**src/rtl/fd_fetch_queue.sv**
```systemverilog
// Fetch-to-decode instruction queue: in-order {PC, Instr} FIFO with valid/ready
// handshake on both sides. F_Ready is registered-state only, so decode stalls never reach fetch combinationally.
module fd_fetch_queue #(
  parameter int          DEPTH = 4,
  parameter int          PTR_W = 2,
  parameter logic [31:0] NOP   = 32'h0000_0000
) (
  input  logic             clk,
  input  logic             reset,
  input  logic             F_Valid,
  input  logic [31:0]      F_PC,
  input  logic [31:0]      F_Instr,
  output logic             F_Ready,
  output logic             D_Valid,
  output logic [31:0]      D_PC,
  output logic [31:0]      D_Instr,
  input  logic             D_Ready,
  input  logic             Flush,
  output logic [PTR_W:0]   Count
);

  localparam logic [PTR_W:0] FULL     = (PTR_W + 1)'(DEPTH);
  localparam logic [31:0]    RESET_PC = 32'h0000_3000;

  logic [63:0]      mem_q [DEPTH];
  logic [PTR_W-1:0] rd_ptr_q, rd_ptr_d;
  logic [PTR_W-1:0] wr_ptr_q, wr_ptr_d;
  logic [PTR_W:0]   count_q, count_d;
  logic             push, pop;

  assign F_Ready = (count_q != FULL);
  assign D_Valid = (count_q != '0);
  assign push    = F_Valid & F_Ready;
  assign pop     = D_Valid & D_Ready;

  assign D_PC    = D_Valid ? mem_q[rd_ptr_q][63:32] : RESET_PC;
  assign D_Instr = D_Valid ? mem_q[rd_ptr_q][31:0]  : NOP;
  assign Count   = count_q;

  always_comb begin
    rd_ptr_d = rd_ptr_q;
    wr_ptr_d = wr_ptr_q;
    count_d  = count_q;
    if (Flush) begin
      rd_ptr_d = '0;
      wr_ptr_d = '0;
      count_d  = '0;
    end else begin
      // Pointers wrap naturally because DEPTH is a power of two.
      if (push) wr_ptr_d = wr_ptr_q + 1'b1;
      if (pop)  rd_ptr_d = rd_ptr_q + 1'b1;
      case ({push, pop})
        2'b10:   count_d = count_q + 1'b1;
        2'b01:   count_d = count_q - 1'b1;
        default: count_d = count_q;
      endcase
    end
  end

  always_ff @(posedge clk or negedge reset) begin
    if (!reset) begin
      rd_ptr_q <= '0;
      wr_ptr_q <= '0;
      count_q  <= '0;
    end else begin
      rd_ptr_q <= rd_ptr_d;
      wr_ptr_q <= wr_ptr_d;
      count_q  <= count_d;
    end
  end

  // Storage needs no reset; contents are only observed when count says valid.
  always_ff @(posedge clk) begin
    if (push && !Flush) mem_q[wr_ptr_q] <= {F_PC, F_Instr};
  end

  a_no_overflow:  assert property (@(posedge clk) disable iff (!reset) count_q <= FULL);
  a_no_underflow: assert property (@(posedge clk) disable iff (!reset) !(count_q == '0 && pop));
  a_no_push_full: assert property (@(posedge clk) disable iff (!reset) !(count_q == FULL && push));

endmodule

```
**config.mk**
```make
export PLATFORM = sky130hd
export DESIGN_NAME = fd_fetch_queue
export DESIGN_NICKNAME = d
export VERILOG_FILES = /design/src/rtl/fd_fetch_queue.sv
export SDC_FILE = /design/constraint.sdc
export NUM_CORES = 1
export LEC_CHECK = 0
export CAP_MARGIN = 20
export CORE_UTILIZATION = 50
export CTS_CLUSTER_DIAMETER = 150
export CTS_CLUSTER_SIZE = 8
export DETAILED_ROUTE_END_ITERATION = 12
export PLACE_DENSITY = 0.81
export SLEW_MARGIN = 20
export SYNTH_ARGS = -nofsm -noshare
export SYNTH_HDL_FRONTEND = slang
export SYNTH_SLANG_ARGS = --single-unit
```
**constraint.sdc**
```tcl
create_clock -name clk -period 5.9 [get_ports clk]
set_input_delay 1.77 -clock clk [delete_from_list [all_inputs] [get_ports clk]]
set_output_delay 1.77 -clock clk [all_outputs]
set_load 0.05 [all_outputs]
```
==> results of run 1 <==
==> kinds of logic (layout without fill, tap and decap cells) <==
kind of cell	count (synthesis)	after routing
DFF	263	263
AOI/OAI and AO/OA	17	17
buffers and inverters	32	193
and+or+nand+nor	89	89
muxes	64	64
xor gates and xnor gates	3	3
adders and majority gates	5	5
==> layout make-up <==
class                   instances  area share
well taps                     265     0.02579
clock inverters                 2    0.002238
repair buffers                141      0.1100
inverters                       6    0.001752
multi-input cells             178      0.1710
flip-flops and latches        263      0.6119
clock buffers                  44     0.07736
==> worst reg2reg max path: stages (launching register included) <==
cell and delay [ps]:
dfrtp_1 630, nor3b_1 160, nor3_1 380, and2_4 870
==> state kept, by name, summed over array words and instances, names as in the netlist <==
signal / count
Count: 3
mem_q: 256
rd_ptr_q: 2
wr_ptr_q: 2
==> worst max-delay path by stage <==
| stage | cells past startpoint | slack, ps | startpoint | end |
|---|---|---|---|---|
| final | 4 | 900 | Count[0] | D_Instr[26] |
| after global routing | 4 | 660 | Count[0] | D_Instr[21] |
| after CTS | 4 | 830 | Count[0] | D_PC[10] |
| after detailed placement | 4 | 1380 | Count[0] | D_PC[10] |
| after global placement | 4 | 1420 | rd_ptr_q[0] | D_PC[6] |
| after floorplan | 4 | 1510 | F_Valid | mem_q[0][0] |
==> power by group <==
part           leakage [nW]  internal [mW]  total, mW  switching (mW)
clock                 0.501           1.17       1.89           0.712
sequential             2.42           2.13       2.20          0.0668
combinational          1.19          0.525       1.34           0.819
total                  4.11           3.83       5.43            1.60
==> per-layer routing <==
layer / up-vias / GRT usage / wire length (um)
li1: 2211 / - / -
met1: 2542 / 0.2401 / 7993
met2: 182 / 0.3243 / 9558
met3: 33 / 0.04937 / 1171
met4: 0 / 0.06011 / 429
met5: - / 0 / 0
==> stage by stage <==
stage,hold WS [ps],utilization,area [sq um],power [mW],worst slack [ps]
2_1_floorplan,557.3,-,10230,3.153,1514
4_1_cts,597.2,0.6500,12860,5.485,830.5
3_5_place_dp,590.7,0.5982,11830,3.586,1382
5_1_grt,631.6,0.6500,12860,5.613,658.7
6_report,594.2,0.6500,12860,5.429,904.9
3_3_place_gp,570.0,0.5982,11830,3.569,1418
==> layout by cell type (no fill, tap or decap), drive strengths merged, types with 3 or more instances in the layout <==
master,count
ha,4
inv,8
edfxtp,256
dfrtp,7
mux4,64
a21oi,6
nand2b,4
nor2,5
and2,67
clkdlybuf4s50,137
buf,4
clkbuf,44
nand3,3
==> flow_summary.yaml, run 1 <==
run_status:
  outcome: "finished, final reports clean"
critical_path:
  critical_path_required_ps: 4130
  rrSetupSlack_ps: 3430
  crit_fanout: 63
  cp-start-kind: "flop"
  cp_cell_sequence: "nor3_1, inv_2, and2_1, clkdlybuf4s50_1"
  rr_endpoint: "mem_q[1][2]"
  endpoint_kind: "output pin"
  slowest_stage: "clkdlybuf4s50_1"
  path_buf_inv: 2
  rr_worst_depth: 3
  critical-path-top-delay-family: "buffers and inverters"
  crit_path_max_incr_delay_ps: 850
  worstPathArrival_ps: 3230
  timing.rr.start: "Count[0]"
  path_class: "reg -> out"
layout:
  multiInputGateArea_sq_um: 2198
  insertedDiodeCount: 0
  layout.nets: 702
  syn2layout_area_growth_pct: 25.72
  layout-drive-gt1-share: 0.1830
  fin_cells: 899
  seqCellArea_sq_um: 7868
  n_fill_cell: 1319
synthesis:
  synth_area_sq_um: 10230
  yosys_warnings: 0
  synth-xor-area-share: 0.002569
  synth.avg_cell_area_sq_um: 21.62
  synthSimpleGateAreaFrac: 0.05310
  synth_compound_area_frac: 0.01052
  ys_types: 33
  async_reset_ff_frac: 0.02662
  yosysMostFrequentCell: "edfxtp_1"
  synth_common_cells: "edfxtp_1, and2_1, mux4_2"
  syn_inst: 473
  syn_nets: 547
  yosys.area.top_type: "edfxtp_1"
  synth_mux_area_frac: 0.1409
  synthTopCellsByArea: "edfxtp_1, mux4_2, and2_1, dfrtp_1, buf_6"
  ys.flop_type: "edfxtp_1"
  synth_edf_count: 256
  synth_top_area_share: 0.7517
  yosysSeqAreaShare: 0.7688
  synth_seq_cells: 263
  synthAdderAreaFrac: 0.006851
  synth_top_family_by_area: "multiplexers"
routing:
  avgViaCountPerCell: 5.526
  post_drt_wl_per_cell_um: 21.31
  via_count: 4968
  drtAntennaViolNets: 0
  drtPass1Iterations: 4
  drc: 0
  drt_iter0_drc: 263
  routed_wl_um: 19150
pwr:
  p_per_area_nw_per_um2: 422.3
  p_leak_nw: 4.108
  irDropWorstVdd_uv: 292.4
placement:
  place_hpwl_um: 10690
  finalWeightedCongestion: 0.6967
  place.port_buffers: 137
  place_inst: 853
sta:
  slew_viol_final: 0
  hold_viol: 0
  rsz0062_at_grt: "false"
  max_slew_margin: 0.3368
  min_period_over_period: 0.8466
  fmax_ghz: 0.2002
  min_period_ps: 4995
  skew_ps: 16.15
  worst_pin_slew_ps: 993.4
  setup_viol: 0
  setup_tns_ps: 0
run:
  max_cap_viol_count: 0
grt:
  overflow: 0
  antenna_found_initial: 0
  grt_pass1_wl_um: 30440
  first_global_vias: 5487
  grt_max_degree: 65
  grtUsageTotal: 0.1907
clock_network:
  cts_max_level: 2
  cts_root_buf: "clkbuf_16"
  cts_sinks: 263
  cts_resized: 0
  cts_buffers: 38
  cts_hold_buf: 0
  cts.path.max_buffers: 3
  clk_pin_slew_ps: 50
  postCtsSetupRepairBufs: 0
  cts_tree: "built"
  clk_latency_ps: 510
worst_hold_path:
  min_to: "wr_ptr_q[1]"
  hp-start: "wr_ptr_q[1]"
  hold_class: "reg -> reg"
  hold_depth: 2
die:
  io_pins: 138
  fp.dieArea_sq_um: 21030
  core_sq_um: 19780
  die_x_um: 145.0
  fp.dieH_um: 145.0
  floorplan.initialDensity: 0.5170
  row_count: 51
Power figures use the tool's default switching activity.
==> run 2: changes to the inputs <==
==> constraint.sdc (replaced) <==
create_clock -name clk -period 4.8 [get_ports clk]
set_input_delay 1.44 -clock clk [delete_from_list [all_inputs] [get_ports clk]]
set_output_delay 1.44 -clock clk [all_outputs]
set_load 0.05 [all_outputs]
==> flow_summary.yaml, run 2 (same netlist as run 1, synthesis figures left out) <==
grt:
  grt_util_met2: 0.3490
  overflow: 0
  first_global_vias: 5728
  use_met1: 0.2295
  antenna_found_initial: 0
  grt_pass1_wl_um: 31120
  top_usage_layer: "met2"
  grt_use_met3: 0.05314
  grtUsageTotal: 0.1944
  grt_max_degree: 44
placement:
  place.port_buffers: 137
  pre_cts_slack_ps: 854.9
  place_hpwl_um: 11750
  finalWeightedCongestion: 0.7625
die:
  floorplan.initialDensity: 0.5170
  fp.dieH_um: 145.0
  core_sq_um: 19780
  fp.dieArea_sq_um: 21030
  die_x_um: 145.0
  io_pins: 138
  row_count: 51
layout:
  final_cell_mix: "edfxtp_1, clkdlybuf4s50_1, mux4_2"
  layout-drive-gt1-share: 0.1914
  largest-register: "mem_q"
  n_fill_cell: 1298
  largest_reg_flops: 256
  insertedDiodeCount: 0
  fin_util: 0.6602
  final_common_cell: "edfxtp_1"
  syn2layout_area_growth_pct: 27.69
  layout.nets: 711
pwr:
  p_leak_nw: 4.197
  p_per_area_nw_per_um2: 519.6
  irDropWorstVdd_uv: 350.7
worst_hold_path:
  hold_depth: 2
  min_to: "wr_ptr_q[1]"
  hp-start: "wr_ptr_q[1]"
  hold_class: "reg -> reg"
sta:
  min_period_ps: 4441
  setup_tns_ps: 0
  slew_viol_final: 0
  min_period_over_period: 0.9253
  hold_viol: 0
  max_slew_margin: 0.6230
  worst_pin_slew_ps: 563.8
  fmax_ghz: 0.2252
  rsz0062_at_grt: "false"
  fin_ws_ps: 358.8
  setup_viol: 0
  skew_ps: 16.29
routing:
  post_drt_wl_per_cell_um: 21.55
  drc: 0
  avgViaCountPerCell: 5.510
  drtPass1Iterations: 4
  via_count: 5058
  routed_wl_um: 19780
  drtAntennaViolNets: 0
  drt_iter0_drc: 388
run:
  max_cap_viol_count: 0
clock_network:
  cts.path.max_buffers: 3
  postCtsSetupRepairBufs: 0
  cts_tree: "built"
  clk_latency_ps: 500
  cts_buffers: 38
  cts_max_level: 2
  cts_resized: 0
  cts_sinks: 263
  cts_hold_buf: 0
  cts_root_buf: "clkbuf_16"
  clk_pin_slew_ps: 50
critical_path:
  rr_endpoint: "mem_q[0][12]"
  cp-start-kind: "flop"
  critical-path-top-delay-family: "buffers and inverters"
  cp_cell_sequence: "nor3_1, inv_2, buf_12, and2_1, clkdlybuf4s50_1"
  path_buf_inv: 3
  slowest_stage: "clkdlybuf4s50_1"
  crit_fanout: 32
  timing.rr.start: "Count[0]"
  path_class: "reg -> out"
  endpoint_kind: "output pin"
  rr_worst_depth: 4
  crit_path_max_incr_delay_ps: 810
  startpoint: "Count[0]"
  rrSetupSlack_ps: 2430
  worstPathArrival_ps: 3000
  critical_path_required_ps: 3360
run_status:
  outcome: "finished, final reports clean"
-- run 2: cell types whose count changed in the layout (fill, tap and decap cells not counted) --
cell / change
inv_16: -1
clkbuf_1: +10
buf_4: +3
buf_12: +6
inv_6: -1
clkbuf_16: +2
-- run 2: routing by layer --
metal / vias up / share of wire
met3: 33 / 0.068
met5: - / 0
met2: 194 / 0.53
met1: 2596 / 0.39
li1: 2235 / -
met4: 0 / 0.016
-- run 2: per-stage QoR --
stage	power (mW)	instances	cell area, sq um	hold slack [ps]
after global placement	4.415	862	11980	575.6
after CTS	6.846	918	13060	613.2
after global routing	7.020	918	13060	640.1
after floorplan	3.876	473	10230	557.3
after detailed placement	4.441	862	11980	596.9
final	6.785	918	13060	610.3
-- run 2: power by group --
| group | total, mW | switching (mW) | internal, mW | leakage [nW] |
|---|---|---|---|---|
| registers | 2.68 | 0.0564 | 2.62 | 2.42 |
| logic | 1.71 | 1.04 | 0.672 | 1.26 |
| clock network | 2.40 | 0.870 | 1.53 | 0.523 |
-- run 2: area by class of cell --
class / count / area, sq um / share of cell area
clock buffers: 56 / 1082 / 0.08288
repair buffers: 150 / 1556 / 0.1192
flip-flops and latches: 263 / 7868 / 0.6025
inverters: 6 / 22.52 / 0.001725
well taps: 265 / 331.6 / 0.02539
multi-input cells: 178 / 2198 / 0.1683
-- run 2: worst max path at each step --
stage | end | slack, ps | cells past startpoint
finish | D_PC[2] | 360 | 5
global route | D_PC[2] | 200 | 5
CTS | D_PC[9] | 340 | 5
detailed placement | D_PC[2] | 850 | 5
global placement | D_PC[9] | 880 | 5
floorplan | mem_q[0][0] | 740 | 4
-- run 2: worst min-delay path: stages, from the launching register on --
cell and delay (ps):
dfrtp_1 410, o21ai_0 90, a21oi_1 70
==> run 3: changes to the inputs <==
--- a/config.mk
+++ b/config.mk
@@ -6,11 +6,13 @@
 export NUM_CORES = 1
 export LEC_CHECK = 0
 export CAP_MARGIN = 20
+export CORE_ASPECT_RATIO = 0.6
 export CORE_UTILIZATION = 50
 export CTS_CLUSTER_DIAMETER = 150
 export CTS_CLUSTER_SIZE = 8
 export DETAILED_ROUTE_END_ITERATION = 12
 export PLACE_DENSITY = 0.81
+export SKIP_CTS_REPAIR_TIMING = 1
 export SLEW_MARGIN = 20
 export SYNTH_ARGS = -nofsm -noshare
 export SYNTH_HDL_FRONTEND = slang
==> flow_summary.yaml, run 3 (same netlist as run 1, synthesis figures left out) <==
routing:
  avgViaCountPerCell: 5.569
  drt_iter0_drc: 455
  drtPass1Iterations: 5
  via_count: 5140
  drtAntennaViolNets: 0
  drc: 0
  post_drt_wl_per_cell_um: 22.20
  met2_length_um: 9938
  wl_met3_um: 1963
  wl_met1_um: 8178
  dr.max_layer_used: "met4"
  routed_wl_um: 20490
clock_network:
  cts_buffers: 38
  cts.path.max_buffers: 3
  cts_tree: "built"
  clk_latency_ps: 510
  clk_pin_slew_ps: 50
  cts_sinks: 263
  cts_max_level: 2
  cts_root_buf: "clkbuf_16"
worst_hold_path:
  hold_depth: 2
  hold_class: "reg -> reg"
  hp-start: "wr_ptr_q[0]"
  min_to: "wr_ptr_q[0]"
critical_path:
  critical-path-top-delay-family: "buffers and inverters"
  worstPathArrival_ps: 3090
  path_class: "reg -> out"
  slowest_stage: "clkdlybuf4s50_1"
  crit_fanout: 26
  endpoint_kind: "output pin"
  rr_worst_depth: 4
  crit_path_max_incr_delay_ps: 810
  rr_endpoint: "mem_q[0][62]"
  cp_cell_sequence: "nor3_1, inv_2, buf_4, and2_1, clkdlybuf4s50_1"
  cp-start-kind: "flop"
  timing.rr.start: "Count[0]"
  path_buf_inv: 3
  rrSetupSlack_ps: 2300
  critical_path_required_ps: 3360
sta:
  fmax_ghz: 0.2207
  rsz0062_at_grt: "false"
  slew_viol_final: 0
  worst_pin_slew_ps: 597.4
  skew_ps: 17.73
  setup_viol: 0
  setup_tns_ps: 0
  max_slew_margin: 0.6017
  min_period_over_period: 0.9442
  fin_ws_ps: 268.0
  min_period_ps: 4532
  hold_viol: 0
placement:
  place_hpwl_um: 12290
  pre_cts_slack_ps: 751.3
  finalWeightedCongestion: 0.8122
  place.port_buffers: 137
die:
  fp.dieArea_sq_um: 21050
  io_pins: 138
  die_x_um: 186.6
  floorplan.initialDensity: 0.5109
  core_sq_um: 20020
  row_count: 40
  fp.dieH_um: 112.8
run:
  max_cap_viol_count: 0
pwr:
  irDropWorstVdd_uv: 338.7
  p_per_area_nw_per_um2: 522.1
  fin_total_pwr_mw: 6.813
  p_leak_nw: 4.183
run_status:
  outcome: "finished, final reports clean"
layout:
  final_cell_mix: "edfxtp_1, clkdlybuf4s50_1, mux4_2"
  final_common_cell: "edfxtp_1"
  syn2layout_area_growth_pct: 27.60
  largest-register: "mem_q"
  insertedDiodeCount: 0
  layout-drive-gt1-share: 0.1892
  largest_reg_flops: 256
  layout.nets: 709
grt:
  first_global_vias: 5505
  grtUsageTotal: 0.2011
  grt_max_degree: 45
  overflow: 0
  antenna_found_initial: 0
  grt_pass1_wl_um: 31550
run 3: cell types whose count changed in the layout (fill, tap and decap cells not counted):
cell	change
buf_4	-2
clkbuf_1	-1
run 3: how the worst max path moves through the flow:
| stage | slack (ps) | endpoint | from | depth (start not counted) |
|---|---|---|---|---|
| after CTS | 260 | D_Instr[24] | rd_ptr_q[0] | 4 |
| after global placement | 830 | D_Instr[21] | rd_ptr_q[0] | 4 |
| final | 270 | D_PC[2] | Count[0] | 5 |
| after global routing | 130 | D_PC[2] | Count[0] | 5 |
| after floorplan | 740 | mem_q[0][0] | F_Valid | 4 |
| after detailed placement | 750 | mem_q[0][57] | F_Valid | 5 |
run 3: power breakdown:
group	internal [mW]	switching, mW
combinational	0.672	1.04
sequential	2.62	0.0727
clock	1.53	0.886
run 3: metal layers:
metal	up-vias	track usage
met5	-	0
met4	0	0.06284
met3	41	0.06824
met2	247	0.3204
met1	2616	0.2649
li1	2236	-
run 3: worst reg2reg max path, stage by stage (launching register included):
cell     delay (ps)
dfrtp_1         650
nor3b_1         180
nor3_1          410
and2_4          630
buf_4           330
run 3: through the flow:
stage          hold WS, ps  instances  area [sq um]    util
2_1_floorplan        557.3        473         10230       -
3_3_place_gp         575.3        868         11970  0.5980
3_5_place_dp         608.5        868         11970  0.5980
4_1_cts              615.8        923         13050  0.6519
5_1_grt              624.5        923         13050  0.6519
6_report             617.0        923         13050  0.6519
run 3: area by class of cell:
type | count | area [sq um]
fillers | 1293 | 6969
inverters | 6 | 22.52
well taps | 273 | 341.6
repair buffers | 148 | 1541
clock buffers | 55 | 1079
flip-flops and latches | 263 | 7868
multi-input cells | 178 | 2198
